$ cat src/rtl/poly_tone_i2s.sv
// Polyphonic square-wave tone generator with stepped volume and a left-justified
// serial audio output: VOICES dividers are mixed, saturated and sent once per 512-clk frame.
module poly_tone_i2s #(
    parameter int VOICES     = 3,
    parameter int DIV_W      = 22,
    parameter int VOL_LEVELS = 16,
    parameter int VOL_RESET  = 8,
    parameter int AMP_STEP   = 16'h0800,
    parameter int SAMPLE_W   = 16,
    parameter int LVL_W      = $clog2(VOL_LEVELS)
) (
    input  logic                    clk,
    input  logic                    rst,
    input  logic [VOICES*DIV_W-1:0] note_div,
    input  logic [VOICES-1:0]       voice_en,
    input  logic                    vol_up,
    input  logic                    vol_down,
    output logic [LVL_W-1:0]        vol_level,
    output logic                    clip,
    output logic                    audio_mclk,
    output logic                    audio_lrclk,
    output logic                    audio_sclk,
    output logic                    audio_sdin
);

    localparam int MIX_W = SAMPLE_W + $clog2(VOICES) + 1;
    localparam int SHR_W = 2 * SAMPLE_W;
    localparam logic [DIV_W-1:0] DIV_ONE = {{(DIV_W-1){1'b0}}, 1'b1};
    localparam logic [LVL_W-1:0] LVL_MAX = LVL_W'(VOL_LEVELS - 1);
    localparam logic [LVL_W-1:0] LVL_RST = LVL_W'(VOL_RESET);
    localparam logic signed [MIX_W-1:0] MAX_S = {{(MIX_W-SAMPLE_W+1){1'b0}}, {(SAMPLE_W-1){1'b1}}};
    localparam logic signed [MIX_W-1:0] MIN_S = ~MAX_S;

    logic [8:0]              cnt_r;
    logic [SHR_W-1:0]        shreg_r;
    logic                    clip_r;
    logic [LVL_W-1:0]        vol_level_r;
    logic [VOICES-1:0]       active_s;
    logic [VOICES-1:0]       phase_s;
    logic [SAMPLE_W-1:0]     amp_s;
    logic signed [MIX_W-1:0] amp_ext_s;
    logic signed [MIX_W-1:0] mix_s;
    logic [SAMPLE_W-1:0]     sample_s;
    logic                    sat_s;

    for (genvar gv = 0; gv < VOICES; gv++) begin : g_voice
        logic [DIV_W-1:0] div_s;
        logic [DIV_W-1:0] vcnt_r;
        logic             phase_r;

        assign div_s        = note_div[gv*DIV_W +: DIV_W];
        assign active_s[gv] = voice_en[gv] && (div_s != {DIV_W{1'b0}});
        assign phase_s[gv]  = phase_r;

        // Half-period counter; ">=" lets a lowered divider wrap on the next clk.
        always_ff @(posedge clk or negedge rst) begin
            if (!rst) begin
                vcnt_r  <= {DIV_W{1'b0}};
                phase_r <= 1'b0;
            end else if (!active_s[gv]) begin
                vcnt_r  <= {DIV_W{1'b0}};
                phase_r <= 1'b0;
            end else if (vcnt_r >= (div_s - DIV_ONE)) begin
                vcnt_r  <= {DIV_W{1'b0}};
                phase_r <= ~phase_r;
            end else begin
                vcnt_r  <= vcnt_r + DIV_ONE;
                phase_r <= phase_r;
            end
        end
    end

    // Volume level, saturating at both ends; simultaneous up/down cancels.
    always_ff @(posedge clk or negedge rst) begin
        if (!rst) begin
            vol_level_r <= LVL_RST;
        end else if (vol_up && !vol_down && (vol_level_r != LVL_MAX)) begin
            vol_level_r <= vol_level_r + {{(LVL_W-1){1'b0}}, 1'b1};
        end else if (vol_down && !vol_up && (vol_level_r != {LVL_W{1'b0}})) begin
            vol_level_r <= vol_level_r - {{(LVL_W-1){1'b0}}, 1'b1};
        end else begin
            vol_level_r <= vol_level_r;
        end
    end

    assign amp_s     = SAMPLE_W'(vol_level_r * AMP_STEP);
    assign amp_ext_s = signed'({{(MIX_W-SAMPLE_W){1'b0}}, amp_s});

    // Signed sum of the active voices at the common amplitude.
    always_comb begin
        mix_s = {MIX_W{1'b0}};
        for (int v = 0; v < VOICES; v++) begin
            if (active_s[v]) begin
                if (phase_s[v]) begin
                    mix_s = mix_s + amp_ext_s;
                end else begin
                    mix_s = mix_s - amp_ext_s;
                end
            end else begin
                mix_s = mix_s;
            end
        end
    end

    // Clamp the mix into the signed sample range and flag the clamp.
    always_comb begin
        sample_s = mix_s[SAMPLE_W-1:0];
        sat_s    = 1'b0;
        if (mix_s > MAX_S) begin
            sample_s = MAX_S[SAMPLE_W-1:0];
            sat_s    = 1'b1;
        end else if (mix_s < MIN_S) begin
            sample_s = MIN_S[SAMPLE_W-1:0];
            sat_s    = 1'b1;
        end else begin
            sample_s = mix_s[SAMPLE_W-1:0];
            sat_s    = 1'b0;
        end
    end

    // Frame counter, sample latch at the last frame cycle, and MSB-first shifter.
    // The shift skips the latch cycle so the fresh sample is not shifted immediately.
    always_ff @(posedge clk or negedge rst) begin
        if (!rst) begin
            cnt_r   <= 9'h000;
            shreg_r <= {SHR_W{1'b0}};
            clip_r  <= 1'b0;
        end else begin
            cnt_r <= cnt_r + 9'h001;
            if (cnt_r == 9'h1FF) begin
                shreg_r <= {sample_s, sample_s};
                clip_r  <= sat_s;
            end else begin
                clip_r <= 1'b0;
                if (cnt_r[3:0] == 4'hF) begin
                    shreg_r <= {shreg_r[SHR_W-2:0], 1'b0};
                end else begin
                    shreg_r <= shreg_r;
                end
            end
        end
    end

    assign vol_level   = vol_level_r;
    assign clip        = clip_r;
    assign audio_mclk  = cnt_r[1];
    assign audio_sclk  = cnt_r[3];
    assign audio_lrclk = cnt_r[8];
    assign audio_sdin  = shreg_r[SHR_W-1];

endmodule

$ cat config.mk
export PLATFORM = sky130hd
export DESIGN_NAME = poly_tone_i2s
export DESIGN_NICKNAME = d
export VERILOG_FILES = /design/src/rtl/poly_tone_i2s.sv
export SDC_FILE = /design/constraint.sdc
export NUM_CORES = 1
export LEC_CHECK = 0
export CAP_MARGIN = 10
export CORE_MARGIN = 10
export CORE_UTILIZATION = 64
export DETAILED_ROUTE_END_ITERATION = 12
export PLACE_DENSITY = 0.87
export SLEW_MARGIN = 20
export SYNTH_ARGS = -nofsm -noshare
export SYNTH_HDL_FRONTEND = slang
export SYNTH_SLANG_ARGS = --single-unit
export TNS_END_PERCENT = 100
$ cat constraint.sdc
create_clock -name clk -period 7 [get_ports clk]
set_input_delay 1.05 -clock clk [delete_from_list [all_inputs] [get_ports clk]]
set_output_delay 1.05 -clock clk [all_outputs]
set_load 0.005 [all_outputs]
Word level (Yosys, flattened, before mapping):

Index checks and enable logic that the tools add are counted.

* equality and inequality tests: 6
* add/sub/neg operators: 14
* div/mod/pow operators: 0
* shift-type cells: 0
* mux-type cells: 27
* reductions and logical operators: 15
* order comparisons: 5
* bitwise logic cells: 3
* $mul: 0

Operator list (number)
* two-way mux 22 bit: 6
* two-way mux 19 bit: 6
* adder 22 x 1 -> 22 bit, second input constant: 3
* >= comparator 22 bit: 3
* nonzero test 22 bit: 3
* subtractor 22 x 1 -> 22 bit, second input constant: 3
* two-way mux 32 bit: 2
* adder 19 x 16 -> 19 bit: 2
* subtractor 19 x 16 -> 19 bit: 2
* two-way mux 16 bit: 2
* greater-than comparator 19 x 16 -> 1 bit, second input constant: 1
* < comparator 19 x 16 -> 1 bit, second input constant: 1
* subtractor 1 x 15 -> 16 bit, first input constant: 1
* adder 9 x 1 -> 9 bit, second input constant: 1
* equality test 9 bit, second input constant: 1
* two-way mux 1 bit: 9
* two-way mux 4 bit: 2
* logical AND 1 bit: 7
* != test 2 x 1 -> 1 bit, second input constant: 3
* adder 4 x 1 -> 4 bit, second input constant: 1
* equality test 4 bit, second input constant: 1
* != test 4 bit, second input constant: 1
* nonzero test 2 bit: 2
* nonzero test 4 bit: 1
* other kinds (3): 6

* logic and storage cells: 80
* register bits: 115
* memories kept: 0
* output and inout bits: 9
* input port bits: 73
* memory bits (writable): 0
* latch bits: 0
* ROM bits: 0

Depth between registers and ports, before layout:

Gate-level depths: netlist of run 1.

* depth in word-level cells: 13
* gate-level depth with buffers: 26
* mapped depth without buffers: 24

Worst setup path before layout of run 1:

OpenSTA, ideal clock, no wires.

* kind: input -> register
* start: in note_div[0]
* end: reg shreg_r[12]
* data arrival time: 5589 ps
* setup slack: 1271 ps
* buffers on the path: 2
* cell stages on the path: 25
* setup time: 140 ps
* path through: inv_1 -> ha_1 -> nor4b_2 -> nand4_1 -> o21ai_1 -> nor2_1 -> ha_1 -> and4_1 -> a21boi_0 -> a221oi_1 -> nand2b_1 -> xnor2_1 -> o21ai_0 -> ha_1 -> o21ai_0 -> o21ai_0 -> a21oi_1 -> nand3b_1 -> xnor2_1 -> xor2_1 -> a41o_1 -> and2_1 -> buf_2 -> buf_6 -> o22ai_1

* longest elaborated chain between the ends: 13
* elaborated cells on any way between the ends: 16
* those cells by class: 4 x add/sub; 2 x order compare; 8 x mux; 2 x reduce/logical

RTL lines
* start: declaration: RTL line 14 `input logic [VOICES*DIV_W-1:0] note_div,`
* nonzero test 22 bit *: RTL line 52 `assign active_s[gv] = voice_en[gv] && (div_s != {DIV_W{1'b0}});`
* logical AND 1 bit *: RTL line 52
* two-way mux 19 bit *: RTL line 93 `if (active_s[v]) begin`
* subtractor 19 x 16 -> 19 bit / adder 19 x 16 -> 19 bit (equally long branches): RTL line 97, 95
* two-way mux 19 bit: RTL line 94 `if (phase_s[v]) begin`
* two-way mux 19 bit *: RTL line 93
* subtractor 19 x 16 -> 19 bit / adder 19 x 16 -> 19 bit (equally long branches): RTL line 97, 95
* two-way mux 19 bit: RTL line 94
* two-way mux 19 bit *: RTL line 93
* < comparator 19 x 16 -> 1 bit: RTL line 112 `end else if (mix_s < MIN_S) begin`
* two-way mux 16 bit: RTL line 112
* two-way mux 16 bit *: RTL line 109 `if (mix_s > MAX_S) begin`
* two-way mux 32 bit *: RTL line 130 `if (cnt_r == 9'h1FF) begin`
* end signal: assignment: RTL line 131 `shreg_r <= {sample_s, sample_s};`
* end signal: assignment: RTL line 136 `shreg_r <= {shreg_r[SHR_W-2:0], 1'b0};`
* end signal: assignment: RTL line 138 `shreg_r <= shreg_r;`
* end: declaration: RTL line 35 `logic [SHR_W-1:0] shreg_r;`

Mark *: on every way between the ends. The rest lies on a longest branch, timed or not.
A chain may end at the register's enable or synchronous reset.

Worst setup path after layout of run 1:

* start: in note_div[16]
* end: reg shreg_r[16]

Same word-level chain as after synthesis.

==> summary.txt, run 1 <==
Synthesis
  • Sequential-to-total area share from yosys stat: 0.3261
  • Post-synth EDFFs: 0
  • Post-Synthesis Cells: between 1000 and 1500
  • Unique masters post-synth: a little over 60
  • Mapped cell area: about 8800 sq um
  • Main flop type after synthesis: dfrtp_1
  • Syn avg cell area: approximately 9 sq um
  • Yosys synthesis warning count: 0
  • Ys async rst share: 1.000
  • Syn_nets: 1172
  • Seq cells post-synth: about 120
  • Synth area leaders: dfrtp_1 (32%), ha_1 (13%), xnor2_1 (8.9%)
  • Top cell type's share of synthesized area: 0.3231
  • Yosys top cell by area: dfrtp_1

Pwr
  • P_sw: approximately 0.00099 W
  • P_leak: approximately 4.6 nW
  • Logic pwr share: 0.438
  • Sw Ratio: 0.3683
  • Pint: approximately 0.0017 W
  • Clock network fraction of design power: 0.290
  • Total power: about 0.0027 W
  • Pwr per Cell Area: approximately 260 nW/um^2
  • Flop pwr share: 0.272
  • VDD IR max: 256.1 uV

Route
  • Residual DRC: 0
  • DRT antenna net count: 0
  • Wire length per cell: about 16 um
  • First DRT Iteration DRCs: ~610
  • WL final: around 21 mm
  • Vias per Instance: around 6
  • Vias: roughly 7700
  • Pre-antenna DRT Iters: 7

Setup path
  • Peak fanout along the critical path: 23
  • Critical Path AT: 6.72 ns
  • Crit path max-delay family: simple AND/OR/NAND/NOR gates
  • Max stage delay on crit path: 0.51 ns
  • Worst setup path category: primary input to flip-flop
  • CP Cell Sequence: clkdlybuf4s50_1 > nor4_1 > nand4_1 > o21ai_1 > nor2_1 > ha_1 > and4_1 > a21boi_0 > a221oi_2 > o211a_1 > xor2_1 > o21ai_0 > ha_1 > nor4_1 > o21ai_0 > nand3_1 > nand3b_1 > xnor2_1 > xor2_1 > a41o_1 > and2_1 > buf_4 > a31oi_1
  • CP Data Required Time: 7.23 ns
  • Worst setup SP type: primary input
  • Crit path max-delay cell type: nor4_1
  • CP bufs+invs: 2
  • Worst Setup End Kind: flip-flop

Die
  • I/O pin count: roughly 80
  • Core area: 13400 sq um
  • Die Span X: approximately 140 um
  • Row cnt: 42
  • Total die area: approximately 19000 sq um
  • Die height: around 140 um
  • Initial Util: 0.6588

Placed design
  • Post-DP HPWL: 14.86 mm
  • Port Buf Inserts: between 80 and 90
  • Routability cong.: ~0.90

Timing
  • Min Tclk post-route: between 6 and 7 ns
  • Max_slew headroom: 0.3968
  • Hold Slack: roughly 0.46 ns
  • Period utilization: 0.9268
  • Setup tns final: 0 ns
  • Final Max Tran Viols: 0
  • Worst-Margin Slew: roughly 0.9 ns
  • Setup violators final: 0
  • Clock Skews: 0.004831 ns
  • Max Freq: between 0.15 and 0.2 GHz
  • RSZ-0062 raised after global routing: false
  • Final Hold Fails: 0

Run status
  • Status: complete, no violations

Cells and area
  • Commonest non-fill, non-tap cell in the layout: nor2_1
  • Syn-to-layout area delta: 17.13%
  • Most frequent cells in the layout: nor2_1 (136), dfrtp_1 (114), nand2_1 (94), ha_1 (94), xnor2_1 (90)
  • Fin nets: between 1000 and 1500
  • Layout cells sized above 1: 0.05292
  • Antenna diodes: 0
  • FILL cells: approximately 930

CTS
  • CTS sink cnt: 115
  • Root Driver: clkbuf_16
  • H-tree Lvls: 4
  • CTS Buffer Depth: 2
  • Post-CTS Setup Inserts: 0
  • Clock-pin transition on the worst setup and hold timing paths: roughly 0.05 ns
  • TritonCTS Buffers: 17
  • CTS tree: yes
  • Clock latency on the worst-skew pair: about 0.42 ns

GRT
  • All-Layer GR Usage: 0.2250
  • GR Overflow Total: 0
  • Antenna violations before repair: 0
  • Largest net degree at the start of global routing: 61
  • Vias in the first global route: 7508
  • First-pass GRT wire length: roughly 35 mm

Job
  • Max-Cap Viols: 0

Min path
  • Tightest Hold Check Type: flip-flop to flip-flop
## worst paths after layout
path                              start              endpoint  slack, ns  cells after the start
max in group asynchronous           rst              cnt_r[0]       5.12                      2
setup / recovery           note_div[16]           shreg_r[16]       0.51                     23
hold / removal                 cnt_r[0]              cnt_r[0]       0.46                      1
hold reg to reg                cnt_r[0]              cnt_r[0]       0.46                      1
setup reg to reg           vol_level[0]           shreg_r[16]       1.40                     23
min in group asynchronous           rst  g_voice[0].vcnt_r[2]       0.70                      1
## kinds of logic after synthesis
group           Yosys count  synth area share
compound gates          151            0.1156
flops                   115            0.3261
fa+ha+maj                97            0.1400
buf+inv                  55           0.02537
xor+xnor                140            0.1389
simple gates            431            0.2381
mux                      13           0.01587
## Yosys cell counts (21+ instances only)
| library cell | instances |
|---|---|
| a31oi_1 | 23 |
| xnor2_1 | 90 |
| o21ai_0 | 29 |
| and3_1 | 28 |
| nand2_1 | 94 |
| nor2_1 | 136 |
| inv_1 | 29 |
| nor3_1 | 30 |
| xor2_1 | 50 |
| clkbuf_1 | 21 |
| a21o_1 | 29 |
| a21oi_1 | 27 |
| dfrtp_1 | 114 |
| ha_1 | 94 |
| nand3_1 | 38 |
## power groups by stage
| stage | Combinational (W) | Sequential (W) | Clock [W] |
|---|---|---|---|
| floorplan | 0.000859 | 0.000723 | 0 |
| global placement | 0.00109 | 0.000740 | 0 |
| detailed placement | 0.00114 | 0.000740 | 0 |
| CTS | 0.00116 | 0.000729 | 0.000785 |
| global route | 0.00131 | 0.000736 | 0.000812 |
| finish | 0.00118 | 0.000730 | 0.000781 |
## final cells by class
cell class / instances / area (sq um) / share of cell area
multi-input cells: 832 / 5733 / 0.5544
flip-flops and latches: 115 / 2879 / 0.2784
repair buffers: 90 / 875.8 / 0.08469
clock buffers: 26 / 499.2 / 0.04828
well taps: 176 / 220.2 / 0.02129
inverters: 29 / 108.9 / 0.01053
clock inverters: 4 / 25.02 / 0.002420
## flip-flops by register name (all words and copies together) (netlist names)
signal,count
g_voice.vcnt_r,66
shreg_r,32
cnt_r,9
vol_level,4
g_voice.phase_r,3
clip,1
## stage by stage
step                setup slack [ns]  utilization  instance area, sq um  instances
finish                        0.5122       0.7717                 10340       1272
global route                 0.03434       0.7717                 10340       1272
CTS                           0.4703       0.7711                 10330       1272
detailed placement            0.1620       0.7320                  9809       1242
global placement              0.5147       0.7320                  9809       1242
floorplan                      1.271            -                  8828       1002
## repair_timing
item / in CTS / in global routing
hold buffers: 0 / 0
endpoints found under the setup margin: 0 / 23
resized for setup: 0 / 1
## routing by layer
layer  vias to the layer above  GRT usage  routed length, um
met4                         0    0.07670                426
met3                        43    0.04479               1140
met5                         -          0                  0
met2                       219     0.3707               9976
met1                      3668     0.2883               9154
li1                       3723          -                  -
## worst register-to-register path: stages (launching register included)
cell	delay, ns
dfrtp_1	0.56
inv_1	0.22
ha_1	0.30
nor2_1	0.14
xnor2_1	0.13
nor2_1	0.09
ha_1	0.36
and4_1	0.25
a21boi_0	0.15
a221oi_2	0.36
o211a_1	0.23
xor2_1	0.14
o21ai_0	0.09
ha_1	0.26
nor4_1	0.34
o21ai_0	0.19
nand3_1	0.12
nand3b_1	0.09
xnor2_1	0.30
xor2_1	0.25
a41o_1	0.29
and2_1	0.18
buf_4	0.25
a31oi_1	0.11
(Power assumes the default switching activity.)
==> run 2: changes to the inputs <==
--- a/config.mk
+++ b/config.mk
@@ -8,6 +8,7 @@
 export CAP_MARGIN = 10
 export CORE_MARGIN = 10
 export CORE_UTILIZATION = 64
+export CTS_CLUSTER_DIAMETER = 40
 export DETAILED_ROUTE_END_ITERATION = 12
 export PLACE_DENSITY = 0.87
 export SLEW_MARGIN = 20
==> results of run 2 <==
The final DEF is identical to that of run 1; final timing and power are the same.
